$ cat config.mk
export PLATFORM = sky130hd
export DESIGN_NAME = mmio_fb_write_buffer_flat
export DESIGN_NICKNAME = d
export VERILOG_FILES = /design/src/rtl/mmio_fb_write_buffer_if.sv /design/src/rtl/mmio_fb_write_buffer.sv /design/src/flat_wrapper.sv
export SDC_FILE = /design/constraint.sdc
export NUM_CORES = 1
export LEC_CHECK = 0
export CAP_MARGIN = 20
export CORE_MARGIN = 2
export CORE_UTILIZATION = 45
export DETAILED_ROUTE_END_ITERATION = 12
export PLACE_DENSITY = 0.76
export SLEW_MARGIN = 0
export SYNTH_ARGS = -nofsm -noshare
export SYNTH_HDL_FRONTEND = slang
export SYNTH_SLANG_ARGS = --single-unit
export TNS_END_PERCENT = 5
$ cat constraint.sdc
create_clock -name clock -period 3.05 [get_ports clock]
set_input_delay 0.915 -clock clock [delete_from_list [all_inputs] [get_ports clock]]
set_output_delay 0.915 -clock clock [all_outputs]
set_load 0.005 [all_outputs]
$ cat src/rtl/mmio_fb_write_buffer_if.sv
// CPU write bus and framebuffer write-port handshake for mmio_fb_write_buffer.
// The slave modport is the buffer's view; master is the CPU/framebuffer side.
interface mmio_fb_write_buffer_if #(
    parameter int FB_AW  = 10,
    parameter int DATA_W = 8
);
    logic [15:0]       bus_addr;
    logic [DATA_W-1:0] bus_data;
    logic              bus_wr;
    logic              bus_hit;
    logic [FB_AW-1:0]  fb_addr;
    logic [DATA_W-1:0] fb_data;
    logic              fb_valid;
    logic              fb_ready;

    modport master (
        output bus_addr, bus_data, bus_wr, fb_ready,
        input  bus_hit, fb_addr, fb_data, fb_valid
    );

    modport slave (
        input  bus_addr, bus_data, bus_wr, fb_ready,
        output bus_hit, fb_addr, fb_data, fb_valid
    );
endinterface

$ cat src/rtl/mmio_fb_write_buffer.sv
// Queues CPU stores into the framebuffer window and drains them to the
// framebuffer write port through a first-word-fall-through valid/ready FIFO.
module mmio_fb_write_buffer #(
    parameter logic [15:0] BASE_ADDR  = 16'h0200,
    parameter logic [15:0] LIMIT_ADDR = 16'h05FF,
    parameter int          FB_AW      = 10,
    parameter int          DATA_W     = 8,
    parameter int          DEPTH      = 16
) (
    input  logic                     clock,
    input  logic                     reset,
    mmio_fb_write_buffer_if.slave    bif,
    output logic [$clog2(DEPTH):0]   level,
    output logic                     full,
    output logic                     empty,
    output logic                     overflow,
    input  logic                     clr_overflow,
    output logic [7:0]               drop_count
);
    localparam int PTR_W = $clog2(DEPTH);
    localparam int LVL_W = PTR_W + 1;

    logic [PTR_W-1:0]  rd_ptr_q, rd_ptr_d, wr_ptr_q, wr_ptr_d;
    logic [LVL_W-1:0]  level_q, level_d, remaining;
    logic              fb_valid_q, fb_valid_d;
    logic [FB_AW-1:0]  fb_addr_q, fb_addr_d;
    logic [DATA_W-1:0] fb_data_q, fb_data_d;
    logic              overflow_q, overflow_d;
    logic [7:0]        drop_count_q, drop_count_d;

    logic [FB_AW-1:0]  mem_addr [DEPTH];
    logic [DATA_W-1:0] mem_data [DEPTH];

    logic [FB_AW-1:0]  offset;
    logic              push, pop, push_acc, drop, full_w;

    always_comb begin
        offset     = FB_AW'(bif.bus_addr - BASE_ADDR);
        push       = bif.bus_wr && (bif.bus_addr >= BASE_ADDR) && (bif.bus_addr <= LIMIT_ADDR);
        full_w     = (level_q == LVL_W'(DEPTH));
        pop        = fb_valid_q && bif.fb_ready;
        push_acc   = push && (!full_w || pop);
        drop       = push && full_w && !pop;

        wr_ptr_d   = wr_ptr_q + PTR_W'(push_acc);
        rd_ptr_d   = rd_ptr_q + PTR_W'(pop);
        level_d    = level_q + LVL_W'(push_acc) - LVL_W'(pop);
        remaining  = level_q - LVL_W'(pop);
        fb_valid_d = (level_d != '0);

        // Next head comes from storage if anything survives the pop,
        // otherwise straight from the store being accepted this cycle.
        fb_addr_d = fb_addr_q;
        fb_data_d = fb_data_q;
        if (remaining != '0) begin
            fb_addr_d = mem_addr[rd_ptr_d];
            fb_data_d = mem_data[rd_ptr_d];
        end else if (push_acc) begin
            fb_addr_d = offset;
            fb_data_d = bif.bus_data;
        end

        overflow_d   = overflow_q;
        drop_count_d = drop_count_q;
        if (drop) begin
            overflow_d   = 1'b1;
            drop_count_d = clr_overflow ? 8'd1
                         : (drop_count_q == 8'hFF) ? 8'hFF : drop_count_q + 8'd1;
        end else if (clr_overflow) begin
            overflow_d   = 1'b0;
            drop_count_d = '0;
        end
    end

    always_ff @(posedge clock or negedge reset) begin
        if (!reset) begin
            rd_ptr_q     <= '0;
            wr_ptr_q     <= '0;
            level_q      <= '0;
            fb_valid_q   <= 1'b0;
            fb_addr_q    <= '0;
            fb_data_q    <= '0;
            overflow_q   <= 1'b0;
            drop_count_q <= '0;
        end else begin
            rd_ptr_q     <= rd_ptr_d;
            wr_ptr_q     <= wr_ptr_d;
            level_q      <= level_d;
            fb_valid_q   <= fb_valid_d;
            fb_addr_q    <= fb_addr_d;
            fb_data_q    <= fb_data_d;
            overflow_q   <= overflow_d;
            drop_count_q <= drop_count_d;
        end
    end

    always_ff @(posedge clock) begin
        if (push_acc) begin
            mem_addr[wr_ptr_q] <= offset;
            mem_data[wr_ptr_q] <= bif.bus_data;
        end
    end

    assign bif.bus_hit  = push;
    assign bif.fb_valid = fb_valid_q;
    assign bif.fb_addr  = fb_addr_q;
    assign bif.fb_data  = fb_data_q;
    assign level        = level_q;
    assign full         = full_w;
    assign empty        = (level_q == '0);
    assign overflow     = overflow_q;
    assign drop_count   = drop_count_q;
endmodule

$ cat src/flat_wrapper.sv
// flat-port wrapper written by rule: the top's interface ports become plain ports
module mmio_fb_write_buffer_flat 
#(
    parameter logic [15:0] BASE_ADDR  = 16'h0200,
    parameter logic [15:0] LIMIT_ADDR = 16'h05FF,
    parameter int          FB_AW      = 10,
    parameter int          DATA_W     = 8,
    parameter int          DEPTH      = 16
)
  (clock, reset, level, full, empty, overflow, clr_overflow, drop_count, bif_bus_addr, bif_bus_data, bif_bus_wr, bif_fb_ready, bif_bus_hit, bif_fb_addr, bif_fb_data, bif_fb_valid);
  mmio_fb_write_buffer_if #(.FB_AW(FB_AW), .DATA_W(DATA_W)) bif_i ();
  input  logic clock;
  input  logic reset;
  output logic [$clog2(DEPTH):0] level;
  output logic full;
  output logic empty;
  output logic overflow;
  input  logic clr_overflow;
  output logic [7:0] drop_count;
  input wire logic [$bits(bif_i.bus_addr)-1:0] bif_bus_addr;
  input wire logic [$bits(bif_i.bus_data)-1:0] bif_bus_data;
  input wire logic [$bits(bif_i.bus_wr)-1:0] bif_bus_wr;
  input wire logic [$bits(bif_i.fb_ready)-1:0] bif_fb_ready;
  output wire logic [$bits(bif_i.bus_hit)-1:0] bif_bus_hit;
  output wire logic [$bits(bif_i.fb_addr)-1:0] bif_fb_addr;
  output wire logic [$bits(bif_i.fb_data)-1:0] bif_fb_data;
  output wire logic [$bits(bif_i.fb_valid)-1:0] bif_fb_valid;
  assign bif_i.bus_addr = bif_bus_addr;
  assign bif_i.bus_data = bif_bus_data;
  assign bif_i.bus_wr = bif_bus_wr;
  assign bif_i.fb_ready = bif_fb_ready;
  assign bif_bus_hit = bif_i.bus_hit;
  assign bif_fb_addr = bif_i.fb_addr;
  assign bif_fb_data = bif_i.fb_data;
  assign bif_fb_valid = bif_i.fb_valid;
  mmio_fb_write_buffer #(.BASE_ADDR(BASE_ADDR), .LIMIT_ADDR(LIMIT_ADDR), .FB_AW(FB_AW), .DATA_W(DATA_W), .DEPTH(DEPTH)) u_core (.clock(clock), .reset(reset), .bif(bif_i), .level(level), .full(full), .empty(empty), .overflow(overflow), .clr_overflow(clr_overflow), .drop_count(drop_count));
endmodule
# [After elaboration in Yosys (flattened, before gate mapping)]
# Memory sizes are Yosys's and may differ from the RTL's.
# Index checks and enable logic that the tools add are counted.
# Widths: inputs -> output; s select.
[op_classes] add_sub_neg=7 n_mul=0 div_mod_pow=0 n_lt_le_gt_ge=2 n_eq_ne=2 n_shift=0 n_mux=12 n_bitwise=0 reduce_logical=14
[op_table] op="$mux 8" count=6
[op_table] op="$mux 10" count=2
[op_table] op="$ge 16x10->1 const B" count=1
[op_table] op="$le 16x11->1 const B" count=1
[op_table] op="$reduce_bool 5->1" count=2
[op_table] op="$sub 10x10->10 const B" count=1
[op_table] op="$sub 5x1->5" count=2
[op_table] op="$add 4x1->4" count=2
[op_table] op="$add 8x1->8 const B" count=1
[op_table] op="$eq 8x8->1 const B" count=1
[op_table] op="$logic_and 1x1->1" count=6
[op_table] op="$add 5x1->5" count=1
[op_table] op="$eq 5x5->1 const B" count=1
[op_table] op="$logic_not 5->1" count=1
[op_table] op="$mux 1" count=4
[op_table] op="$reduce_bool 2->1" count=2
[op_table] op="$logic_not 1->1" count=2
[op_table] op="$logic_or 1x1->1" count=1
[totals] reg_bits=41 latch_bits=0 mem_bits_rw=288 mem_bits_ro=0 in_bits=29 elab_cells=47 n_memories=2
[mem_list] name="u_core.mem_addr" words=16 word_bits=10 rd=1 rd_clocked_by_memory_dff=0 write_ports=1 line="mmio_fb_write_buffer.sv:31" text="logic [FB_AW-1:0] mem_addr [DEPTH];"
[mem_list] name="u_core.mem_data" words=16 word_bits=8 rd=1 rd_clocked_by_memory_dff=0 write_ports=1 line="mmio_fb_write_buffer.sv:32" text="logic [DATA_W-1:0] mem_data [DEPTH];"

# [Depth between registers and ports, before layout]
[depth] word_depth=7 ltp_mapped=14 mapped_depth_nobuf=13

# [Worst setup path before layout]
# OpenSTA, ideal clock, no wires.
[synth_path] kind="in2reg" start="input port bif_bus_addr[15]" end="memory u_core.mem_addr[6][0], enable pin" setup_ns=0.416 t_arrival_ns=3.736 t_required_ns=2.634 slack_ns=-1.102 path_stages=8 path_buffers=2 path_cell_list="or4_4 > or3_1 > clkbuf_2 > nand2b_4 > buf_6 > inv_1 > nand3_1 > nor3_1"
[synth_via] elab_chain_len=6 elab_cells_between_ends=7 cone_classes="2 x order compare; 2 x mux; 3 x reduce/logical"
[synth_lines] element="from (decl)" line="flat_wrapper.sv:20" text="input wire logic [$bits(bif_i.bus_addr)-1:0] bif_bus_addr;"
[synth_lines] element="$ge 16x10->1" line="mmio_fb_write_buffer.sv:39" text="push = bif.bus_wr && (bif.bus_addr >= BASE_ADDR) && (bif.bus_addr <= LIMIT_ADDR);"
[synth_lines] element="$logic_and 1x1->1" line="mmio_fb_write_buffer.sv:39"
[synth_lines] element="$logic_and 1x1->1 *" line="mmio_fb_write_buffer.sv:39"
[synth_lines] element="$logic_and 1x1->1 *" line="mmio_fb_write_buffer.sv:42" text="push_acc = push && (!full_w || pop);"
[synth_lines] element="$mux 1 *" line="mmio_fb_write_buffer.sv:98" text="if (push_acc) begin"
[synth_lines] element="$mux 1 (not written as such) *" line="mmio_fb_write_buffer.sv:99" text="mem_addr[wr_ptr_q] <= offset;"
[synth_lines] element="to (decl)" line="mmio_fb_write_buffer.sv:31"
# Mark *: on every way between the ends. The rest lies on a longest branch, timed or not.

# [Final worst setup path]
[layout_path] start="input port bif_bus_addr[12]" end="register u_core.fb_valid_q (netlist: u_core.bif.fb_valid)"
[layout_via] elab_chain_len=7 elab_cells_between_ends=8 cone_classes="2 x add/sub; 2 x order compare; 4 x reduce/logical"
[layout_lines] element="$ge 16x10->1" line="mmio_fb_write_buffer.sv:39"
[layout_lines] element="$logic_and 1x1->1" line="mmio_fb_write_buffer.sv:39"
[layout_lines] element="$logic_and 1x1->1 *" line="mmio_fb_write_buffer.sv:39"
[layout_lines] element="$logic_and 1x1->1 *" line="mmio_fb_write_buffer.sv:42"
[layout_lines] element="$add 5x1->5 *" line="mmio_fb_write_buffer.sv:47" text="level_d = level_q + LVL_W'(push_acc) - LVL_W'(pop);"
[layout_lines] element="$sub 5x1->5 *" line="mmio_fb_write_buffer.sv:47"
[layout_lines] element="via u_core.level_d[1]" line="mmio_fb_write_buffer.sv:24" text="logic [LVL_W-1:0] level_q, level_d, remaining;"
[layout_lines] element="$reduce_bool 5->1 *" line="mmio_fb_write_buffer.sv:49" text="fb_valid_d = (level_d != '0);"
[layout_lines] element="via u_core.fb_valid_d" line="mmio_fb_write_buffer.sv:25" text="logic fb_valid_q, fb_valid_d;"
[layout_lines] element="to (signal assigned)" line="mmio_fb_write_buffer.sv:89" text="fb_valid_q <= fb_valid_d;"
[layout_lines] element="to (decl)" line="mmio_fb_write_buffer.sv:25"
# Mark *: on every way through the listed nets, which the timed path passes. The rest lies on a longest branch.
# A chain may end at the register's enable or synchronous reset.

==> metrics.txt <==
status=complete, but fails checks; violated checks=negative setup slack; clock power share=0.253; RePlAce Congestion=0.807; TritonCTS clock tree=done; worst clock skew=0.0156 ns; Worst Setup End Kind=register; Simple-Gate Fraction of Synth Area=0.0322; CTS sink cnt=329; DP Worst Slack=-0.845 ns; number of synthesized flops with an enable pin=288; Port Buffer Count=64; Final #Nets=871; antenna violations before repair=0; Post-DP HPWL=17.6 mm; Initial Utilization=0.457; Die W=175 µm; ys async rst share=0.125; Final WS setup=-0.0629 ns; sw power=4.61 mW; WL final=27.4 mm; crit path DAT=3.48 ns; Relative slew margins=0.539; Net Count, Synth=707; CTS root buf=clkbuf_16; die area=30,500 µm²; maximum VDD drop=0.466 mV; total track usage=0.187; fin crit share=1.02; IO Pins=65; fraction of layout cells with a size suffix above 1=0.315; Die Y=175 µm; RSZ-0062 raised after global routing=yes; H-Tree Depth=2; first-pass iteration count of the detailed router=5; max-cap violations=0; register area share after synthesis=0.738; Worst-Margin Slew=0.690 ns; Synth Area in Adders=0.0149; placed instance area=15,300 µm²; multiplexer area fraction after synthesis=0.167; GRT Residual Overflow=0; Yosys warnings=0; Clock Tree Buf Depth=3; Tmin final=3.11 ns; clk_lat worst skew=0.50 ns; Core ar.=28,700 µm²; total power per unit cell area=959 nW/µm²; Pint=11.1 mW; first-pass GRT wire length=43.2 mm; worst hold margin=0.434 ns; Via density=5.52; final setup fails=2; fmax=321 MHz; TritonCTS buffer count=34; sw frac=0.292; DR iter-0 viols=680; fin cells=1,236; critical path type=in2reg; sequential group share of total power=0.338; Worst-path clk slew=0.06 ns; Routed WL per cell=22.1 µm; Inst Count DP=1,173; Worst Setup Start Kind=primary input; leakage=5.71 nW; dominant synthesized flop cell=edfxtp_1; Synth Register Bits=329; main combinational cell family by area after synthesis=multiplexers; Hold Fails Final Rpt=0; Post-Syn Area=13,100 µm²; fin area=16,400 µm²; Pins Over Slew Limit=0; Ant. Diodes=0; largest net degree at the start of global routing=35; Max FO, Critical Path=2; required time worst endpoint=3.42 ns; residual DRC count=0; cell count after synthesis=663; hold crit path type=in2async; syn_area_per_cell=19.8 µm²; DR vias=6,823; cts hold-fix bufs=0; Compound-Gate Fraction of Synth Area=0.0273; Post-DRT Antenna Nets=0; # rows=62; Area Overhead vs Synth=25.3%; number of global-route vias before repair=7,365; # fillers=2,069; post-route setup TNS=-0.0852 ns; power share of the combinational group=0.409; Yosys cell types=46; Post-Synth XOR/XNOR Area=0.00668
final cells by class:
type,instances,area (µm²),area share
clock buffers,43,946,0.0576
repair buffers,158,1720,0.105
clock inverters,18,136,0.00830
inverters,15,61.3,0.00373
well taps,384,480,0.0292
multi-input cells,289,3410,0.208
flip-flops and latches,329,9670,0.589
Yosys cell counts (2+ instances only):
cell      instances  share of area
a311oi_1          2         0.0013
o21ai_0          21         0.0080
buf_1             5         0.0014
a21oi_1           7         0.0027
nor2_1           19         0.0054
and3_1            2        0.00095
mux2i_1          36          0.027
nor4_1            2        0.00095
xnor2_1           6         0.0040
ha_1             14          0.013
inv_1            15         0.0043
nand4_1           2        0.00095
clkbuf_1         18         0.0052
buf_2             4         0.0015
nand2b_1          6         0.0029
a31oi_1           2        0.00095
nand2_1          23         0.0066
edfxtp_1        288           0.66
nand3_1           5         0.0019
a211oi_1          2         0.0011
xor2_1            4         0.0027
nand3b_1          2         0.0011
o211ai_1         18          0.010
nor3_1            7         0.0027
dfrtp_1          41          0.078
or3_1             3         0.0014
mux2_2           18          0.015
buf_6             2         0.0017
mux4_2           72           0.12
stage by stage:
stage | power (mW) | util
6_report | 15.8 | 0.573
5_1_grt | 16.5 | 0.573
4_1_cts | 15.9 | 0.572
3_5_place_dp | 11.9 | 0.534
3_3_place_gp | 11.7 | 0.534
2_1_floorplan | 9.07 | -
cells by family (layout without fill, tap and decap cells):
group / count (synthesis) / in the layout
XOR/XNOR: 10 / 10
AO/OA/AOI/OAI: 57 / 57
multiplexers: 126 / 126
AND/OR/NAND/NOR: 81 / 81
buffers and inverters: 45 / 234
flip-flops: 329 / 329
adder cells (fa/ha/maj): 15 / 15
sequential cells by signal, summed over array words and instances, names as in the netlist:
name	cells
u_core.wr_ptr_q	4
u_core.bif.fb_data	8
u_core.mem_data	128
u_core.mem_addr	160
u_core.overflow	1
u_core.drop_count	8
u_core.bif.fb_valid	1
u_core.bif.fb_addr	10
u_core.rd_ptr_q	4
u_core.level	5
worst paths after layout:
path / startpoint / endpoint / slack [ns] / cells after the start
max in group asynchronous: reset / u_core.bif.fb_addr[6]$_DFFE_PN0P_ / 2.06 / 2
hold reg to reg: u_core.overflow$_DFFE_PN0P_ / u_core.overflow$_DFFE_PN0P_ / 0.53 / 2
setup / recovery: bif_bus_addr[12] / u_core.bif.fb_valid$_DFF_PN0_ / -0.06 / 10
setup reg to reg: u_core.level[2]$_DFF_PN0_ / u_core.bif.fb_valid$_DFF_PN0_ / 0.11 / 11
hold / removal: reset / u_core.bif.fb_addr[1]$_DFFE_PN0P_ / 0.43 / 1
min in group clock: u_core.overflow$_DFFE_PN0P_ / u_core.overflow$_DFFE_PN0P_ / 0.53 / 2
power by group through the flow:
| stage | logic [mW] | registers [mW] | clock network, mW |
|---|---|---|---|
| 6_report | 6.44 | 5.32 | 3.99 |
| 2_1_floorplan | 3.70 | 5.37 | 0 |
| 3_5_place_dp | 6.46 | 5.41 | 0 |
| 4_1_cts | 6.52 | 5.32 | 4.05 |
| 3_3_place_gp | 6.33 | 5.40 | 0 |
| 5_1_grt | 6.94 | 5.35 | 4.22 |
what timing repair did:
action                     CTS  global route
setup buffers                2             0
pin swaps                    6             4
setup endpoints to repair  286            51
gates resized for setup     18             5
critical path, stage by stage:
cell,delay [ns]
buf_6,0.09
or4_4,0.52
or3_4,0.38
buf_6,0.13
nand2b_4,0.15
clkinv_4,0.05
ha_4,0.13
fa_1,0.42
or3_1,0.37
or3_1,0.32
layout by cell type (no fill, tap or decap), types with 5 or more instances in the layout:
| master | n |
|---|---|
| nor2_1 | 7 |
| nand2_1 | 23 |
| buf_6 | 5 |
| dfrtp_1 | 41 |
| clkinv_2 | 5 |
| nand3_1 | 5 |
| inv_1 | 14 |
| a21oi_1 | 7 |
| mux2_2 | 18 |
| clkdlybuf4s50_1 | 58 |
| buf_4 | 60 |
| o211ai_1 | 18 |
| mux2i_1 | 35 |
| mux4_2 | 72 |
| nor2_2 | 12 |
| o21ai_0 | 21 |
| ha_1 | 11 |
| edfxtp_1 | 288 |
| buf_12 | 30 |
| nand2b_1 | 6 |
| xnor2_1 | 6 |
| clkbuf_16 | 35 |
| clkinv_1 | 9 |
layer usage:
layer	GRT usage	routed length [µm]	up-vias
li1	-	-	3017
met1	0.248	11300	3528
met2	0.318	13900	234
met3	0.0300	1560	44
met4	0.0587	608	0
met5	0	0	-
No activity file was read; power rests on OpenSTA's default activity.
